`src/rtl/systolic_feeder.sv`:
```
// systolic_feeder: buffers one tile (N weight rows, N activation vectors) from a valid/ready stream and replays it as weight load, one gap cycle, then skewed activations; SYSTOLIC_FEEDER_DRAIN_EN adds an N-cycle drain before done. Ports: clk, reset (sync, active-high), in_valid/in_ready/in_data (tile input), load/weights/activations (to array), busy, done.
module systolic_feeder #(
  parameter int ARRAY_SIZE = 2,
  parameter int DATA_WIDTH = 4
) (
  input  logic                             clk,
  input  logic                             reset,
  input  logic                             in_valid,
  output logic                             in_ready,
  input  logic [ARRAY_SIZE*DATA_WIDTH-1:0] in_data,
  output logic                             load,
  output logic [ARRAY_SIZE*DATA_WIDTH-1:0] weights,
  output logic [ARRAY_SIZE*DATA_WIDTH-1:0] activations,
  output logic                             busy,
  output logic                             done
);
  localparam int N  = ARRAY_SIZE;
  localparam int DW = DATA_WIDTH;
  localparam int BW = N * DW;
  localparam int CW = $clog2(2 * N) + 1;
`ifdef SYSTOLIC_FEEDER_DRAIN_EN
  typedef enum logic [2:0] {COLLECT, WLOAD, GAP, STREAM, DRAIN, DONE} state_t;
`else
  typedef enum logic [2:0] {COLLECT, WLOAD, GAP, STREAM, DONE} state_t;
`endif
  state_t          state, state_n;
  logic [CW-1:0]   cnt, cnt_n;
  logic [BW-1:0]   w [N];
  logic [BW-1:0]   a [N];
  logic [BW-1:0]   w_n, a_n;
  assign in_ready = state == COLLECT;
  assign busy     = state != COLLECT;
  always_comb begin
    state_n = state;
    cnt_n   = cnt + 1'b1;
    case (state)
      COLLECT: begin
        state_n = in_valid && cnt == CW'(2 * N - 1) ? WLOAD : COLLECT;
        cnt_n   = !in_valid ? cnt : cnt == CW'(2 * N - 1) ? '0 : cnt + 1'b1;
      end
      WLOAD: if (cnt == CW'(N - 1)) begin
        state_n = GAP;
        cnt_n   = '0;
      end
      GAP: begin
        state_n = STREAM;
        cnt_n   = '0;
      end
      STREAM: if (cnt == CW'(2 * N - 2)) begin
`ifdef SYSTOLIC_FEEDER_DRAIN_EN
        state_n = DRAIN;
`else
        state_n = DONE;
`endif
        cnt_n   = '0;
      end
`ifdef SYSTOLIC_FEEDER_DRAIN_EN
      DRAIN: if (cnt == CW'(N - 1)) begin
        state_n = DONE;
        cnt_n   = '0;
      end
`endif
      default: begin
        state_n = COLLECT;
        cnt_n   = '0;
      end
    endcase
    // Outputs are registered, so they are decoded from the state being entered.
    w_n = '0;
    a_n = '0;
    for (int k = 0; k < N; k++)
      if (state_n == WLOAD && cnt_n == CW'(k)) w_n = w[k];
    // Lane i at stream step t carries row j = t - i, giving the diagonal skew.
    for (int i = 0; i < N; i++)
      for (int j = 0; j < N; j++)
        if (state_n == STREAM && cnt_n == CW'(i + j)) a_n[i*DW +: DW] = a[j][i*DW +: DW];
  end
  always_ff @(posedge clk) begin
    if (reset) begin
      state       <= COLLECT;
      cnt         <= '0;
      w           <= '{default: '0};
      a           <= '{default: '0};
      load        <= 1'b0;
      weights     <= '0;
      activations <= '0;
      done        <= 1'b0;
    end else begin
      state <= state_n;
      cnt   <= cnt_n;
      if (in_ready && in_valid)
        for (int k = 0; k < N; k++) begin
          if (cnt == CW'(k)) w[k] <= in_data;
          if (cnt == CW'(N + k)) a[k] <= in_data;
        end
      load        <= state_n == WLOAD;
      weights     <= w_n;
      activations <= a_n;
      done        <= state_n == DONE;
    end
  end
endmodule

```
`config.mk`:
```
export PLATFORM = sky130hd
export DESIGN_NAME = systolic_feeder
export DESIGN_NICKNAME = d
export VERILOG_FILES = /design/src/rtl/systolic_feeder.sv
export SDC_FILE = /design/constraint.sdc
export NUM_CORES = 1
export LEC_CHECK = 0
export CORE_ASPECT_RATIO = 0.7
export CORE_UTILIZATION = 60
export CTS_BUF_LIST = sky130_fd_sc_hd__clkbuf_16
export DETAILED_ROUTE_END_ITERATION = 10
export DONT_BUFFER_PORTS = 1
export GPL_ROUTABILITY_DRIVEN = 0
export PLACE_DENSITY = 0.76
export SYNTH_ARGS = -nofsm -noshare
export SYNTH_HDL_FRONTEND = slang
export SYNTH_SLANG_ARGS = --single-unit
```
`constraint.sdc`:
```
create_clock -name clk -period 2.5 [get_ports clk]
set_clock_uncertainty 0.1 [all_clocks]
set_input_delay 0.375 -clock clk [delete_from_list [all_inputs] [get_ports clk]]
set_output_delay 0.375 -clock clk [all_outputs]
set_load 0.1 [all_outputs]
```
==> summary.md, run 1 <==
| Metric | Value |
|---|---|
| Reg2reg start | cnt[2] |
| Crit path largest cell delay | 0.51 ns |
| Slew @ Worst Pin | 0.508 ns |
| Io pins | 31 |
| Yosys top cell area share | 46.1% |
| Critical path capture point | activations[4] |
| Peak supply drop | 573 uV |
| Netlist Area Pre-Place | 2430 sq um |
| H-tree Lvls | 2 |
| Die Wd | 78.1 um |
| #FFs+latches synth | 56 |
| Minimum clock period | 2.38 ns |
| RSZ-0062 raised after global routing | false |
| Post-synth top flop | dfxtp_1 |
| Fin Setup TNS | 0 ns |
| Initial detailed-routing violation count | 122 |
| Area grow syn2layout | 12.9% |
| Endpoint type of the worst setup path | flop |
| Total power | 2.00 mW |
| CTS tree | built |
| Largest net degree at the start of global routing | 38 |
| Die area | 4310 sq um |
| Sequential fraction of the synthesis area | 46.1% |
| Post-synth EDFFs | 0 |
| Worst-Skew Late Latency | 0.29 ns |
| Fin nets | 269 |
| Leading area contributor after synthesis | dfxtp_1 |
| Synth warnings | 0 |
| Reg2Reg Depth | 6 |
| Commonest non-fill, non-tap cell in the layout | dfxtp_1 |
| Fraction of layout cells with a size suffix above 1 | 18.3% |
| Vias in the first global route | 1892 |
| Final hold viol count | 0 |
| Starting Density | 65.8% |
| Initial antenna violation count | 0 |
| Max Cap Violations | 0 |
| GRT met3 Usage | 6.78% |
| Reg2reg end | activations[4] |
| Setup-failing EPs final | 0 |
| Gate Count Post-Synth | 236 |
| Crit. Startpoint | cnt[2] |
| Clk slew on worst S/H paths | 0.07 ns |
| Routed Antenna Nets | 0 |
| CP Cell Sequence | clkinv_1 > ha_1 > or3b_2 > a21o_1 > nand2_1 > a32o_1 |
| Net count after synthesis | 253 |
| Final Cycle Share | 95.0% |
| Core Footprint | 3690 sq um |
| DP HPWL | 3.77 mm |
| Crit path max-delay cell type | or3b_2 |
| R2r setup slk | 0.12 ns |
| WP data required | 2.63 ns |
| Slew HR | 66.1% |
| Crit Path Max Fanout | 14 |
| GR Layer Usage met1 | 34.2% |
| TritonCTS Buffers | 5 |
| CP startpoint kind | flop |
| Row count | 18 |
| DR vias | 1821 |
| CTS Sinks | 56 |
| GRT Total Usage | 27.1% |
| Top cells by area, synth | dfxtp_1, mux2i_1, nor2_1 |
| Status | finished, final reports clean |
| Leak | 1.21 nW |
| Hold WC Path Type | in -> reg |
| Max Clk Rate | 0.421 GHz |
| Met2 Use GR | 44.5% |
| Fillers | 255 |
| Max-slew violation count | 0 |
| DR pass1 iterations | 4 |
| Post-synth cell types | 44 |
| Via-to-Cell Ratio | 6.03 |
| Die H | 55.3 um |
| Drt total wl | 5.51 mm |
| Average wire per cell in the routed design | 18.2 um |
| # DRC | 0 |
| Max Root-Sink Buffers | 2 |
| First-pass GRT wire length | 9.11 mm |
| Total global routing overflow | 0 |
| Critical Path AT | 2.50 ns |
| Hold Buf Count CTS | 0 |
| Async SR Flop Fraction | 0% |
| Number of diodes | 0 |
| Most frequent cells in the layout | dfxtp_1, nor2_1, mux2i_1 |
| Synth Area per Inst | 10.3 sq um |
| Crit path kind | reg -> reg |
| CTS Root Cell | clkbuf_16 |
| Most used routing layer | met2 |
| P per Cell Area | 728 nW/um^2 |
| Port Buffers | 0 |
-- layout make-up --
type	instances	area (sq um)	area share, %
Sequential cell	56	1120	40.8
Clock buffer	5	125	4.56
Timing Repair Buffer	21	158	5.74
Multi-Input combinational cell	161	1190	43.3
Tap cell	50	62.6	2.28
Inverter	7	31.3	1.14
Clock inverter	2	60.1	2.19
-- worst max-delay path, delay by kind of cell (launching register included) --
family,cells,cell delay [ns]
adders and majority gates,1,0.28
AOI/OAI and AO/OA,2,0.56
buffers and inverters,1,0.17
and+or+nand+nor,2,0.74
DFF,1,0.47
-- routing by layer --
metal	up-vias	wire [um]
met2	77	2750
met1	882	2310
met4	0	22
li1	858	-
met3	4	428
met5	-	0
-- state kept, by name, summed over array words and instances, names as in the netlist --
register and flops:
a 16, w 16, activations 8, weights 8
cnt 3, state 3, done 1, load 1
-- Yosys cell counts, types with 2 or more instances --
cell and number:
dfxtp_1 56, nand2_1 4, buf_6 6, inv_1 5
nand3_1 12, nand2b_1 2, clkbuf_1 3, nor2_1 37
nor3_1 4, nand4_4 3, a32o_1 4, a21oi_1 18
and2b_1 2, o21ai_0 3, o21ai_1 10, mux2i_1 33
buf_4 2, ha_1 6
-- worst min-delay path by stage --
stage / endpoint / depth (start not counted) / slack, ns / startpoint
2_1_floorplan: activations[4] / 1 / 0.34 / a[4]
3_3_place_gp: cnt[1] / 1 / 0.35 / reset
3_5_place_dp: a[0] / 1 / 0.35 / reset
4_1_cts: w[2] / 1 / 0.05 / reset
5_1_grt: w[3] / 1 / 0.04 / reset
6_report: w[2] / 1 / 0.05 / reset
-- per-stage QoR --
| step | instance area [sq um] | instances | util, % | worst slack [ns] | hold slack [ns] |
|---|---|---|---|---|---|
| 2_1_floorplan | 2430 | 236 | - | 0.301 | 0.342 |
| 3_3_place_gp | 2550 | 295 | 69.1 | 0.324 | 0.349 |
| 3_5_place_dp | 2550 | 295 | 69.1 | 0.134 | 0.352 |
| 4_1_cts | 2740 | 302 | 74.1 | 0.108 | 0.0535 |
| 5_1_grt | 2750 | 302 | 74.3 | 0.0314 | 0.0373 |
| 6_report | 2750 | 302 | 74.3 | 0.125 | 0.0503 |
-- logic make-up after synthesis --
family,count (synthesis),synth area share (%)
AO/OA/AOI/OAI,42,12.2
adder cells (fa/ha/maj),6,3.09
buffers and inverters,19,5.35
flip-flops,56,46.1
multiplexers,34,14.1
AND/OR/NAND/NOR,79,19.1
-- timing repair --
| item | 4_1_cts | 5_1_grt |
|---|---|---|
| endpoints found under the setup margin | 0 | 6 |
| setup buffers | 0 | 0 |
| resized for setup | 0 | 1 |
-- power by group --
part,switching [mW],total (mW),internal [mW]
clock network,0.302,0.870,0.568
registers,0.0185,0.937,0.919
logic,0.118,0.191,0.0725
Power figures use the tool's default switching activity.
==> inputs of run 2 (changes only) <==
--- a/config.mk
+++ b/config.mk
@@ -12,6 +12,7 @@
 export DONT_BUFFER_PORTS = 1
 export GPL_ROUTABILITY_DRIVEN = 0
 export PLACE_DENSITY = 0.76
+export SLEW_MARGIN = 25
 export SYNTH_ARGS = -nofsm -noshare
 export SYNTH_HDL_FRONTEND = slang
 export SYNTH_SLANG_ARGS = --single-unit
==> results of run 2 <==
Same layout as run 1: the final DEF is identical, and so are final timing and power.
==> inputs of run 3 (changes only) <==
--- a/config.mk
+++ b/config.mk
@@ -12,6 +12,7 @@
 export DONT_BUFFER_PORTS = 1
 export GPL_ROUTABILITY_DRIVEN = 0
 export PLACE_DENSITY = 0.76
+export REMOVE_ABC_BUFFERS = 1
 export SLEW_MARGIN = 25
 export SYNTH_ARGS = -nofsm -noshare
 export SYNTH_HDL_FRONTEND = slang
==> run 3 against run 2 <==
Net effect:
- critical path depth unchanged
- clock power decreased by 19%
- hold slack got worse by 0.012 ns
- maximum frequency increased by 3.0%
- final cell count increased by 0.99%
- die area unchanged
- setup slack improved by 0.070 ns
- critical endpoint unchanged
- largest power group unchanged
- highest routed layer unchanged
==> summary.md, run 3 (synthesis gave the netlist of run 1 again) <==
| Metric | Value |
|---|---|
| TritonCTS Buffers | 5 |
| Final Cycle Share | 92.2% |
| Crit path kind | reg -> reg |
| H-tree Lvls | 2 |
| # DRC | 0 |
| Max Root-Sink Buffers | 2 |
| CP startpoint kind | flop |
| Reg2reg start | cnt[2] |
| GRT met3 Usage | 8.76% |
| Port Buffers | 0 |
| DP HPWL | 3.95 mm |
| Worst-Skew Late Latency | 0.30 ns |
| Placement Setup Slack | 0.273 ns |
| Crit Path Max Fanout | 14 |
| CTS Sinks | 56 |
| Peak supply drop | 439 uV |
| Slew @ Worst Pin | 0.488 ns |
| Reg2Reg Depth | 6 |
| Total global routing overflow | 0 |
| Via-to-Cell Ratio | 6.12 |
| Final WS setup | 0.195 ns |
| Slew HR | 67.4% |
| Max-slew violation count | 0 |
| Number of diodes | 0 |
| WHS Path Cells | 1 |
| Core Footprint | 3690 sq um |
| Commonest non-fill, non-tap cell in the layout | dfxtp_1 |
| P per Cell Area | 676 nW/um^2 |
| Hold Buf Count CTS | 0 |
| RSZ-0062 raised after global routing | false |
| Hold WC Path Type | in -> reg |
| Setup-failing EPs final | 0 |
| Post-CTS Setup Inserts | 0 |
| Max Cap Violations | 0 |
| Starting Density | 65.8% |
| Max Clk Rate | 0.434 GHz |
| Worst hold start | reset |
| First-pass GRT wire length | 9.37 mm |
| Fin nets | 271 |
| Initial antenna violation count | 0 |
| Row count | 18 |
| Routed Antenna Nets | 0 |
| CTS Root Cell | clkbuf_16 |
| Fin Setup TNS | 0 ns |
| Die H | 55.3 um |
| Area grow syn2layout | 11.6% |
| Initial detailed-routing violation count | 138 |
| Reg2reg end | activations[4] |
| Die area | 4310 sq um |
| Clk slew on worst S/H paths | 0.07 ns |
| Clock power frac | 38.5% |
| Leak | 1.19 nW |
| Met2 Use GR | 46.5% |
| DR vias | 1867 |
| Internal power | 1.37 mW |
| DR pass1 iterations | 5 |
| Gate power share | 10.5% |
| Status | finished, final reports clean |
| Die Wd | 78.1 um |
| CTS tree | built |
| Vias in the first global route | 1836 |
| Top Registers | a: 16 flops, w: 16 flops |
| Minimum clock period | 2.30 ns |
| Hold path endpoint | a[4] |
| Final hold viol count | 0 |
| Largest net degree at the start of global routing | 38 |
| Fraction of layout cells with a size suffix above 1 | 19.2% |
| Switching Power | 0.469 mW |
| GRT Total Usage | 29.0% |
| Most used routing layer | met2 |
| GR Layer Usage met1 | 36.6% |
| PostCTS Resize Cnt | 0 |
| WP data required | 2.64 ns |
| Net Sw Frac | 25.6% |
| Endpoint type of the worst setup path | flop |
| Most frequent cells in the layout | dfxtp_1, nor2_1, mux2i_1 |
| Io pins | 31 |
| Critical Path AT | 2.45 ns |
| Register share of total power | 51.1% |
| Drt total wl | 5.74 mm |
| R2r setup slk | 0.20 ns |
| Average wire per cell in the routed design | 18.8 um |
## run 3: layer usage
layer,wire length (um),vias up
met4,185,0
met2,2650,97
met5,0,-
li1,-,864
met1,2510,887
met3,395,19
## run 3: worst max-delay path by stage
stage / start / endpoint
3_5_place_dp: cnt[2] / activations[4]
4_1_cts: cnt[2] / activations[4]
3_3_place_gp: cnt[2] / activations[5]
6_report: cnt[2] / activations[4]
5_1_grt: cnt[2] / activations[4]
2_1_floorplan: state[1] / a[0]
## run 3: worst max-delay path, cell delays in order, from the launching register on
cell and delay (ns):
dfxtp_1 0.47, clkinv_1 0.14, ha_1 0.27, or3b_2 0.49, a21o_1 0.36, nand2_1 0.22
a32o_1 0.19
## run 3: power by group through the flow
stage               combinational, mW  clock, mW  sequential (mW)
global placement                0.179          0            0.954
detailed placement              0.188          0            0.956
global route                    0.207      0.747            0.940
finish                          0.192      0.706            0.937
floorplan                       0.145          0            0.955
CTS                             0.190      0.711            0.936
## run 3: cell type report
type	instances	area (sq um)
clock buffer	5	125
clock inverter	3	21.3
fill	274	980
inverter	7	31.3
multi-input combinational	161	1180
sequential	56	1120
tap	50	62.6
timing repair buffer	23	173
## run 3: stage by stage
stage               std cells  total power, mW  instance area [sq um]  util, %  hold WS [ns]
floorplan                 224             1.10                   2330        -         0.342
finish                    305             1.84                   2710     73.5        0.0384
global placement          297             1.13                   2570     69.5         0.349
CTS                       305             1.84                   2710     73.5        0.0379
global route              305             1.89                   2710     73.5        0.0291
detailed placement        297             1.14                   2570     69.5         0.351
